<file path="src/rtl/fht_out_reader.sv">
// Purpose: unload a finished FHT frame from 4 banks and stream it in natural order.
// Latency: first sample RD_LAT+2 clocks after iSTART, then one sample per clock.
// Backpressure: iREADY low holds oDATA/oVALID; reads stop at RD_LAT+2 outstanding rows.

// Small synchronous FIFO with async active-low reset, used as the row buffer.
module fht_out_reader_fifo #(
    parameter int W     = 64,
    parameter int DEPTH = 4
) (
    input  logic         iCLK,
    input  logic         iRESET,
    input  logic         push,
    input  logic [W-1:0] wdat,
    input  logic         pop,
    output logic         nonempty,
    output logic [W-1:0] rdat
);
    localparam int AW = (DEPTH > 2) ? $clog2(DEPTH) : 1;
    localparam int CW = $clog2(DEPTH + 1);

    logic [W-1:0]  mem [DEPTH];
    logic [AW-1:0] wr_ptr;
    logic [AW-1:0] rd_ptr;
    logic [CW-1:0] count;

    function automatic logic [AW-1:0] ptr_inc(input logic [AW-1:0] p);
        return (p == AW'(DEPTH - 1)) ? '0 : p + 1'b1;
    endfunction

    // Storage: no reset needed, readers are gated by nonempty.
    always_ff @(posedge iCLK) begin
        if (push) mem[wr_ptr] <= wdat;
    end

    // Pointers and occupancy; simultaneous push and pop keep the count.
    always_ff @(posedge iCLK or negedge iRESET) begin
        if (!iRESET) begin
            wr_ptr <= '0;
            rd_ptr <= '0;
            count  <= '0;
        end else begin
            if (push) wr_ptr <= ptr_inc(wr_ptr);
            if (pop)  rd_ptr <= ptr_inc(rd_ptr);
            case ({push, pop})
                2'b10:   count <= count + 1'b1;
                2'b01:   count <= count - 1'b1;
                default: count <= count;
            endcase
        end
    end

    assign nonempty = (count != '0);
    assign rdat     = mem[rd_ptr];
endmodule

// Frame unload controller: read issue, latency tracking, row FIFO and serializer.
module fht_out_reader #(
    parameter int A_BIT  = 8,
    parameter int D_BIT  = 16,
    parameter int RD_LAT = 2
) (
    input  logic             iCLK,
    input  logic             iRESET,
    input  logic             iSTART,
    input  logic             iBANK_SEL,
    output logic             oBANK_SEL,
    output logic             oRD_EN,
    output logic [A_BIT-1:0] oADDR_RD,
    input  logic [D_BIT-1:0] iDATA_0,
    input  logic [D_BIT-1:0] iDATA_1,
    input  logic [D_BIT-1:0] iDATA_2,
    input  logic [D_BIT-1:0] iDATA_3,
    output logic [D_BIT-1:0] oDATA,
    output logic             oVALID,
    input  logic             iREADY,
    output logic             oLAST,
    output logic             oBUSY,
    output logic             oDONE
);
    localparam int BANK  = 1 << A_BIT;
    localparam int DEPTH = RD_LAT + 2;

    typedef enum logic [1:0] {
        S_IDLE,
        S_RUN,
        S_FLUSH
    } state_t;

    state_t                  state;
    state_t                  state_nxt;
    logic [A_BIT-1:0]        rd_addr;
    logic [A_BIT:0]          row_cnt;
    logic [1:0]              ptr;
    logic [2:0]              outst;
    logic [RD_LAT-1:0]       vld_sr;
    logic                    bank_sel;
    logic                    done;
    logic                    issue;
    logic                    start_acc;
    logic                    fifo_vld;
    logic [3:0][D_BIT-1:0]   head;
    logic                    hs;
    logic                    pop;
    logic                    last;
    logic                    last_hs;

    // Serializer handshake terms; a row leaves the FIFO with its fourth word.
    assign hs      = fifo_vld & iREADY;
    assign pop     = hs & (ptr == 2'd3);
    assign last    = fifo_vld & (ptr == 2'd3) & (row_cnt == (A_BIT + 1)'(BANK - 1));
    assign last_hs = last & iREADY;

    // Next state and read-issue decision; issue is throttled by outstanding rows.
    always_comb begin
        state_nxt = state;
        issue     = 1'b0;
        start_acc = 1'b0;
        case (state)
            S_IDLE: begin
                if (iSTART) begin
                    start_acc = 1'b1;
                    state_nxt = S_RUN;
                end
            end
            S_RUN: begin
                issue = (outst < 3'(DEPTH));
                if (issue && (rd_addr == A_BIT'(BANK - 1))) state_nxt = S_FLUSH;
            end
            S_FLUSH: begin
                if (last_hs) state_nxt = S_IDLE;
            end
            default: state_nxt = S_IDLE;
        endcase
    end

    // State register.
    always_ff @(posedge iCLK or negedge iRESET) begin
        if (!iRESET) state <= S_IDLE;
        else         state <= state_nxt;
    end

    // Read address, bank set latch, counters and done pulse.
    always_ff @(posedge iCLK or negedge iRESET) begin
        if (!iRESET) begin
            rd_addr  <= '0;
            bank_sel <= 1'b0;
            row_cnt  <= '0;
            ptr      <= '0;
            outst    <= '0;
            done     <= 1'b0;
        end else begin
            done <= last_hs;
            if (start_acc) begin
                rd_addr  <= '0;
                bank_sel <= iBANK_SEL;
                row_cnt  <= '0;
                ptr      <= '0;
            end else begin
                // Hold on the final address so exactly BANK reads are issued.
                if (issue && (rd_addr != A_BIT'(BANK - 1))) rd_addr <= rd_addr + 1'b1;
                if (hs)  ptr     <= ptr + 1'b1;
                if (pop) row_cnt <= row_cnt + 1'b1;
            end
            case ({issue, pop})
                2'b10:   outst <= outst + 1'b1;
                2'b01:   outst <= outst - 1'b1;
                default: outst <= outst;
            endcase
        end
    end

    // In-flight read flags, aligned so the tail marks valid bank data.
    always_ff @(posedge iCLK or negedge iRESET) begin
        if (!iRESET) begin
            vld_sr <= '0;
        end else begin
            vld_sr[0] <= issue;
            for (int i = 1; i < RD_LAT; i++) vld_sr[i] <= vld_sr[i-1];
        end
    end

    fht_out_reader_fifo #(
        .W     (4 * D_BIT),
        .DEPTH (DEPTH)
    ) u_fifo (
        .iCLK     (iCLK),
        .iRESET   (iRESET),
        .push     (vld_sr[RD_LAT-1]),
        .wdat     ({iDATA_3, iDATA_2, iDATA_1, iDATA_0}),
        .pop      (pop),
        .nonempty (fifo_vld),
        .rdat     (head)
    );

    assign oBANK_SEL = bank_sel;
    assign oRD_EN    = issue;
    assign oADDR_RD  = rd_addr;
    assign oVALID    = fifo_vld;
    assign oDATA     = fifo_vld ? head[ptr] : '0;
    assign oLAST     = last;
    assign oBUSY     = (state != S_IDLE);
    assign oDONE     = done;
endmodule
</file>
<file path="config.mk">
export PLATFORM = sky130hd
export DESIGN_NAME = fht_out_reader
export DESIGN_NICKNAME = d
export VERILOG_FILES = /design/src/rtl/fht_out_reader.sv
export SDC_FILE = /design/constraint.sdc
export NUM_CORES = 1
export LEC_CHECK = 0
export BUFFER_PORTS_ARGS = -buffer_cell sky130_fd_sc_hd__buf_2
export CAP_MARGIN = 40
export CORE_MARGIN = 4
export CORE_UTILIZATION = 40
export CTS_CLUSTER_SIZE = 28
export DETAILED_ROUTE_END_ITERATION = 10
export PLACE_DENSITY = 0.67
export SYNTH_ARGS = -nofsm -noshare
export SYNTH_HDL_FRONTEND = slang
export SYNTH_HIERARCHICAL = 1
export SYNTH_SLANG_ARGS = --single-unit
</file>
<file path="constraint.sdc">
create_clock -name iCLK -period 6.5 [get_ports iCLK]
set_input_delay 0.65 -clock iCLK [delete_from_list [all_inputs] [get_ports iCLK]]
set_output_delay 0.65 -clock iCLK [all_outputs]
set_load 0.02 [all_outputs]
</file>
==> results.cfg, run 1 <==
[outcome]
status = finished clean

[power_and_ir_drop]
p_clk_share_pct = 24.5
p_int_w = 0.004468
netSwitchingFraction_pct = 30.50
ir_drop_uv = 217.5
p_sw_w = 0.001961
leakagePower_nw = 4.689
powerDensity_nw_per_um2 = 477.0
p_comb_share_pct = 31.1
p_seq_share_pct = 44.5

[critical_path]
path_cells = buf_4 -> mux4_2 -> mux4_1 -> and2_1 -> buf_2
worstSetupPathType = reg -> out
cp_data_required_time_ps = 5850
critical_path.max_fanout = 41
max_stage_delay_ps = 970
cp-start-kind = register
critical_path.slowest_cell = dfrtp_4
worst_setup_path_end_kind = primary output
crit_arrival_ps = 3560
r2r_setup_slack_ps = 3370

[grt]
antenna_found_initial = 4
grt_pass1_wl_um = 34040
grt_overflow_total = 0
grt.total_usage_pct = 13.81
grt_max_degree = 45
grt_pass1_vias = 5967

[layout]
nets = 738
final_common_cell = edfxtp_1
area_growth_pct = 16.23
regArea_um2 = 8568
nFillCells = 2329
drive_above_1_share_pct = 35.25
layout.cells.most_common_list = 256 x edfxtp_1, 98 x buf_2, 73 x mux4_2, 33 x dfrtp_1, 28 x clkbuf_16
multiInputGateArea_um2 = 2843

[floorplan]
num_io_pins = 99
start_util_pct = 40.50
die_w_um = 178.2
rows = 62
dieArea_um2 = 31770
die_h_um = 178.2
design.core.area_um2 = 28630

[clock_network]
cts_sinks = 291
postCtsHoldBufs = 0
clk_pin_slew_ps = 60
post_cts_resized = 0
htreeDepth = 1
cts-root-buf = clkbuf_16
clk_latency_ps = 540
clock_path_buffers = 3
cts_setup_buffers = 0
cts_tree = done
numCtsBuffers = 28

[timing]
fmax_ghz = 0.2376
whs_ps = 206.5
tightest_slew_ps = 941.2
finalSetupViolCount = 0
period_share_pct = 64.75
finClkSkew_ps = 12.98
final_hold_viol_count = 0
max_slew_margin_pct = 36.98
rsz0062_at_grt = false
slew_violations = 0
timing.final.crit_period_ps = 4209
final.setup.tns_ps = 0

[placement]
portBuffers = 98
hpwl_um = 13640
routabilityCongestion = 0.6983

[synth]
seq_area_frac_synth_pct = 73.86
ys_seq_elements = 291
yosys_warnings = 6
synth.distinct_cells = 44
syn_nets = 624
netlist_top_cells_area = edfxtp_1 66%, mux4_2 14%, dfrtp_1 7.6%
syn-instance-count = 542
synth-edff-count = 256
syn_area_um2 = 11590
avgSynthCellArea_um2 = 21.39
yosysTopAreaCellShare_pct = 66.31
yosysTopAreaCell = edfxtp_1
synth_ff_type = edfxtp_1
synth-async-reset-ratio_pct = 12.03

[detailed_routing]
drcViolationCount = 0
wirelength_um = 21790
routed_via_density = 5.197
wire_per_inst_um = 20.50
firstDrtPassIters = 6
vias = 5524
initialDrtViolationCount = 369
ant_nets = 0

[job]
cap_violations = 0

[worst_hold_path]
hold_path.class = in -> async
-- cell type report --
class	count	share of cell area (%)
tap	384	3.565
multi-input combinational	219	21.10
antenna	1	0.01857
sequential	291	63.58
clock buffer	32	5.311
timing repair buffer	107	4.735
inverter	9	0.2507
clock inverter	20	1.439
-- kinds of logic (layout without fill, tap and decap cells) --
group | Yosys count | in the layout | share of synthesized area [%]
flops | 291 | 291 | 73.86
xor+xnor | 9 | 9 | 0.6799
fa+ha+maj | 13 | 13 | 1.532
mux | 90 | 90 | 16.66
compound gates | 22 | 22 | 1.263
other cells | 0 | 1 | 0
simple gates | 85 | 85 | 4.252
buf+inv | 32 | 168 | 1.748
-- state kept, by name, indices dropped and copies added (netlist names) --
signal         cells
u_fifo/wr_ptr      2
state              2
vld_sr             2
u_fifo/rd_ptr      2
ptr                2
u_fifo/mem       256
row_cnt            9
u_fifo/count       3
oBANK_SEL          1
outst              3
oADDR_RD           8
oDONE              1
-- cell usage after synthesis (2+ instances only) --
| library cell | n |
|---|---|
| ha_1 | 11 |
| mux4_2 | 73 |
| inv_1 | 9 |
| xnor2_1 | 4 |
| xor2_1 | 5 |
| buf_6 | 6 |
| and2_1 | 21 |
| nand2b_1 | 3 |
| nor3_1 | 2 |
| mux2_2 | 3 |
| mux4_1 | 7 |
| o211ai_1 | 3 |
| edfxtp_1 | 256 |
| clkbuf_1 | 3 |
| o21ai_0 | 5 |
| nand4_1 | 5 |
| nand3_1 | 4 |
| nor2b_1 | 2 |
| a21oi_1 | 5 |
| and4_1 | 2 |
| or4_1 | 3 |
| nand2_1 | 16 |
| and3_1 | 5 |
| or3_1 | 3 |
| a211oi_1 | 3 |
| o31ai_1 | 2 |
| buf_4 | 2 |
| mux2i_1 | 7 |
| buf_2 | 11 |
| nor2_1 | 12 |
| dfrtp_1 | 35 |
| fa_1 | 2 |
-- routing by layer --
metal | part of all wire, % | routed length [µm] | track usage (%)
met4 | 1.7 | 379 | 3.422
met1 | 41 | 8999 | 18.28
met3 | 6.0 | 1316 | 3.158
met5 | 0.19 | 42 | 0
met2 | 51 | 11050 | 23.40
-- path summary, 6_finish.rpt --
path | startpoint | endpoint | depth (start not counted)
worst max register to register | ptr[0] | outst[2] | 9
worst min register to register | vld_sr[0] | vld_sr[1] | 0
max in group asynchronous | iRESET | u_fifo/rd_ptr[0] | 1
worst min-delay path | iRESET | row_cnt[1] | 1
worst max-delay path | u_fifo/rd_ptr[0] | oDATA[4] | 5
min in group iCLK | iDATA_0[6] | u_fifo/mem[3][6] | 1
-- metrics by stage --
stage	cells	setup WS, ps	instance area [µm²]	total power, W	utilization (%)
final	1063	2291	13480	0.006428	47.08
after global routing	1062	1978	13470	0.006779	47.07
after CTS	1062	2149	13470	0.006535	47.07
after detailed placement	1010	2730	12560	0.004952	43.89
after global placement	1006	2800	12450	0.004820	43.50
after floorplan	542	3915	11590	0.004328	-
-- critical path, delay by kind of cell (launching register included) --
kind | cells | cell delay [ps]
flops | 1 | 970
mux | 2 | 1090
buf+inv | 2 | 750
simple gates | 1 | 200
-- power groups by stage --
| stage | combinational, W | clock, W | sequential (W) |
|---|---|---|---|
| 6_report | 0.00200 | 0.00157 | 0.00286 |
| 5_1_grt | 0.00216 | 0.00170 | 0.00292 |
| 4_1_cts | 0.00204 | 0.00162 | 0.00287 |
| 3_5_place_dp | 0.00204 | 0 | 0.00291 |
| 3_3_place_gp | 0.00194 | 0 | 0.00288 |
| 2_1_floorplan | 0.00155 | 0 | 0.00278 |
Note: power is estimated with default switching activity, not from simulation.
==> run 2: changes to the inputs <==
--- a/config.mk
+++ b/config.mk
@@ -11,7 +11,7 @@
 export CORE_UTILIZATION = 40
 export CTS_CLUSTER_SIZE = 28
 export DETAILED_ROUTE_END_ITERATION = 10
-export PLACE_DENSITY = 0.67
+export PLACE_DENSITY = 0.69
 export SYNTH_ARGS = -nofsm -noshare
 export SYNTH_HDL_FRONTEND = slang
 export SYNTH_HIERARCHICAL = 1
==> constraint.sdc (replaced) <==
create_clock -name iCLK -period 3.4 [get_ports iCLK]
set_input_delay 0.34 -clock iCLK [delete_from_list [all_inputs] [get_ports iCLK]]
set_output_delay 0.34 -clock iCLK [all_outputs]
set_load 0.02 [all_outputs]
==> run 2 against run 1 <==
  * Register-to-register slack lost 2300 ps
  * Die area did not move
  * Count of clock-buffer cells in the layout rose by 6
  * Worst setup slack worse by 2000 ps
  * Sequential power rose by 84%
  * Sequential share of layout area fell by 2.8 points
==> results.cfg, run 2 (synthesis gave the netlist of run 1 again) <==
[placement]
routabilityCongestion = 0.7383
placed_cells = 1013
hpwl_um = 13680
portBuffers = 98

[floorplan]
die_w_um = 178.2
num_io_pins = 99
design.core.area_um2 = 28630
rows = 62
dieArea_um2 = 31770
start_util_pct = 40.50
die_h_um = 178.2

[timing]
rsz0062_at_grt = false
slew_violations = 0
fmax_ghz = 0.3224
final.setup.tns_ps = 0
finalSetupViolCount = 0
period_share_pct = 91.24
max_slew_margin_pct = 44.35
final_hold_viol_count = 0
finClkSkew_ps = 13.06
timing.final.crit_period_ps = 3102
tightest_slew_ps = 834.7

[layout]
layout.cells.most_common_list = 256 x edfxtp_1, 98 x buf_2, 73 x mux4_2, 57 x dlygate4sd3_1, 33 x dfrtp_1
largest_reg_flops = 256
stdcell_count = 1126
final_common_cell = edfxtp_1
area_growth_pct = 21.60
nets = 799
drive_above_1_share_pct = 32.16
largest_register = u_fifo/mem

[power_and_ir_drop]
ir_drop_uv = 356.5
p_seq_share_pct = 42.2
p_comb_share_pct = 33.2
p_sw_w = 0.003787
powerDensity_nw_per_um2 = 883.5
p_int_w = 0.008668
leakagePower_nw = 4.954
netSwitchingFraction_pct = 30.40
p_clk_share_pct = 24.6

[clock_network]
cts_sinks = 291
numCtsBuffers = 29
clk_latency_ps = 550
cts-root-buf = clkbuf_16
post_cts_resized = 0
cts_tree = done
clk_pin_slew_ps = 60
htreeDepth = 1
clock_path_buffers = 3

[grt]
antenna_found_initial = 3
grt_pass1_vias = 6281
grt_overflow_total = 0
gr-max-usage-layer = met2
grt_util_met3_pct = 2.543
grtUsageMet1_pct = 18.67
grt.total_usage_pct = 14.21
use_met2_pct = 24.75
grt_max_degree = 41
grt_pass1_wl_um = 35150

[critical_path]
max_stage_delay_ps = 560
r2r_setup_slack_ps = 1030
critical_path.slowest_cell = mux4_2
critical_path.max_fanout = 40
cp_data_required_time_ps = 3060
worst_setup_path_end_kind = primary output
crit_arrival_ps = 2760
worstSetupPathType = reg -> out
path_cells = buf_12 -> mux4_2 -> mux4_1 -> and2_1 -> buf_2
cp-start-kind = register

[worst_hold_path]
hold_path.class = in -> reg

[outcome]
status = finished clean

[detailed_routing]
vias = 5778
routed_via_density = 5.131
wire_per_inst_um = 19.88
firstDrtPassIters = 4
wirelength_um = 22390
drcViolationCount = 0
ant_nets = 0
initialDrtViolationCount = 387

[job]
cap_violations = 0
run 2: cell types whose count changed in the layout (fill, tap and decap cells not counted), sizes merged:
cell         delta
buf             +3
bufinv          -1
clkbuf          +6
clkinv          -2
clkinvlp        -2
diode           +1
dlygate4sd3    +57
inv             +1
run 2: worst paths after layout:
| kind | from | end | cells after the start |
|---|---|---|---|
| min reg2reg | vld_sr[0] | vld_sr[1] | 0 |
| min in group asynchronous | iRESET | u_fifo/wr_ptr[1] | 2 |
| max reg2reg | u_fifo/count[0] | u_fifo/count[2] | 7 |
| max | u_fifo/rd_ptr[0] | oDATA[5] | 5 |
| min | iBANK_SEL | oBANK_SEL | 3 |
| max in group asynchronous | iRESET | u_fifo/rd_ptr[0] | 2 |
run 2: timing repair:
item,in CTS,in global routing
hold endpoints to repair,251,0
hold buffers,57,0
setup buffers,0,0
run 2: stage by stage:
| step | area, µm² | setup WS, ps | power (W) | util [%] | hold slack (ps) |
|---|---|---|---|---|---|
| 3_3_place_gp | 12510 | 900.5 | 0.009258 | 43.70 | 384.6 |
| 3_5_place_dp | 12590 | 858.6 | 0.009519 | 43.98 | 377.3 |
| 5_1_grt | 14100 | 172.9 | 0.01313 | 49.25 | 10.70 |
| 2_1_floorplan | 11590 | 846.6 | 0.008274 | - | 44.41 |
| 6_report | 14100 | 297.9 | 0.01245 | 49.25 | 23.77 |
| 4_1_cts | 14090 | 252.0 | 0.01267 | 49.23 | 2.208 |
run 2: final cells by class:
| class | count | area (µm²) |
|---|---|---|
| Clock buffer | 38 | 789.5 |
| Fill cell | 2316 | 14530 |
| Clock inverter | 16 | 143.9 |
| Antenna cell | 2 | 5.005 |
| Tap cell | 384 | 480.5 |
| Multi-Input combinational cell | 219 | 2838 |
| Timing Repair Buffer | 167 | 1239 |
| Inverter | 9 | 33.78 |
| Sequential cell | 291 | 8568 |
run 2: metal layers:
metal  up-vias  wire length (µm)
li1       2600                 -
met5         -                 0
met4         0               370
met2       160             11670
met1      2991              9112
met3        27              1232
run 2: critical path, delay by kind of cell, from the launching register on:
family	cells	cell delay, ps
multiplexers	2	1070
buffers and inverters	2	450
flip-flops	1	440
AND/OR/NAND/NOR	1	200
run 2: power by group through the flow:
stage	Combinational, W	Clock, W	Sequential, W
after floorplan	0.00297	0	0.00531
after global placement	0.00398	0	0.00528
after detailed placement	0.00419	0	0.00533
after CTS	0.00426	0.00315	0.00527
after global routing	0.00449	0.00330	0.00534
final	0.00413	0.00306	0.00526
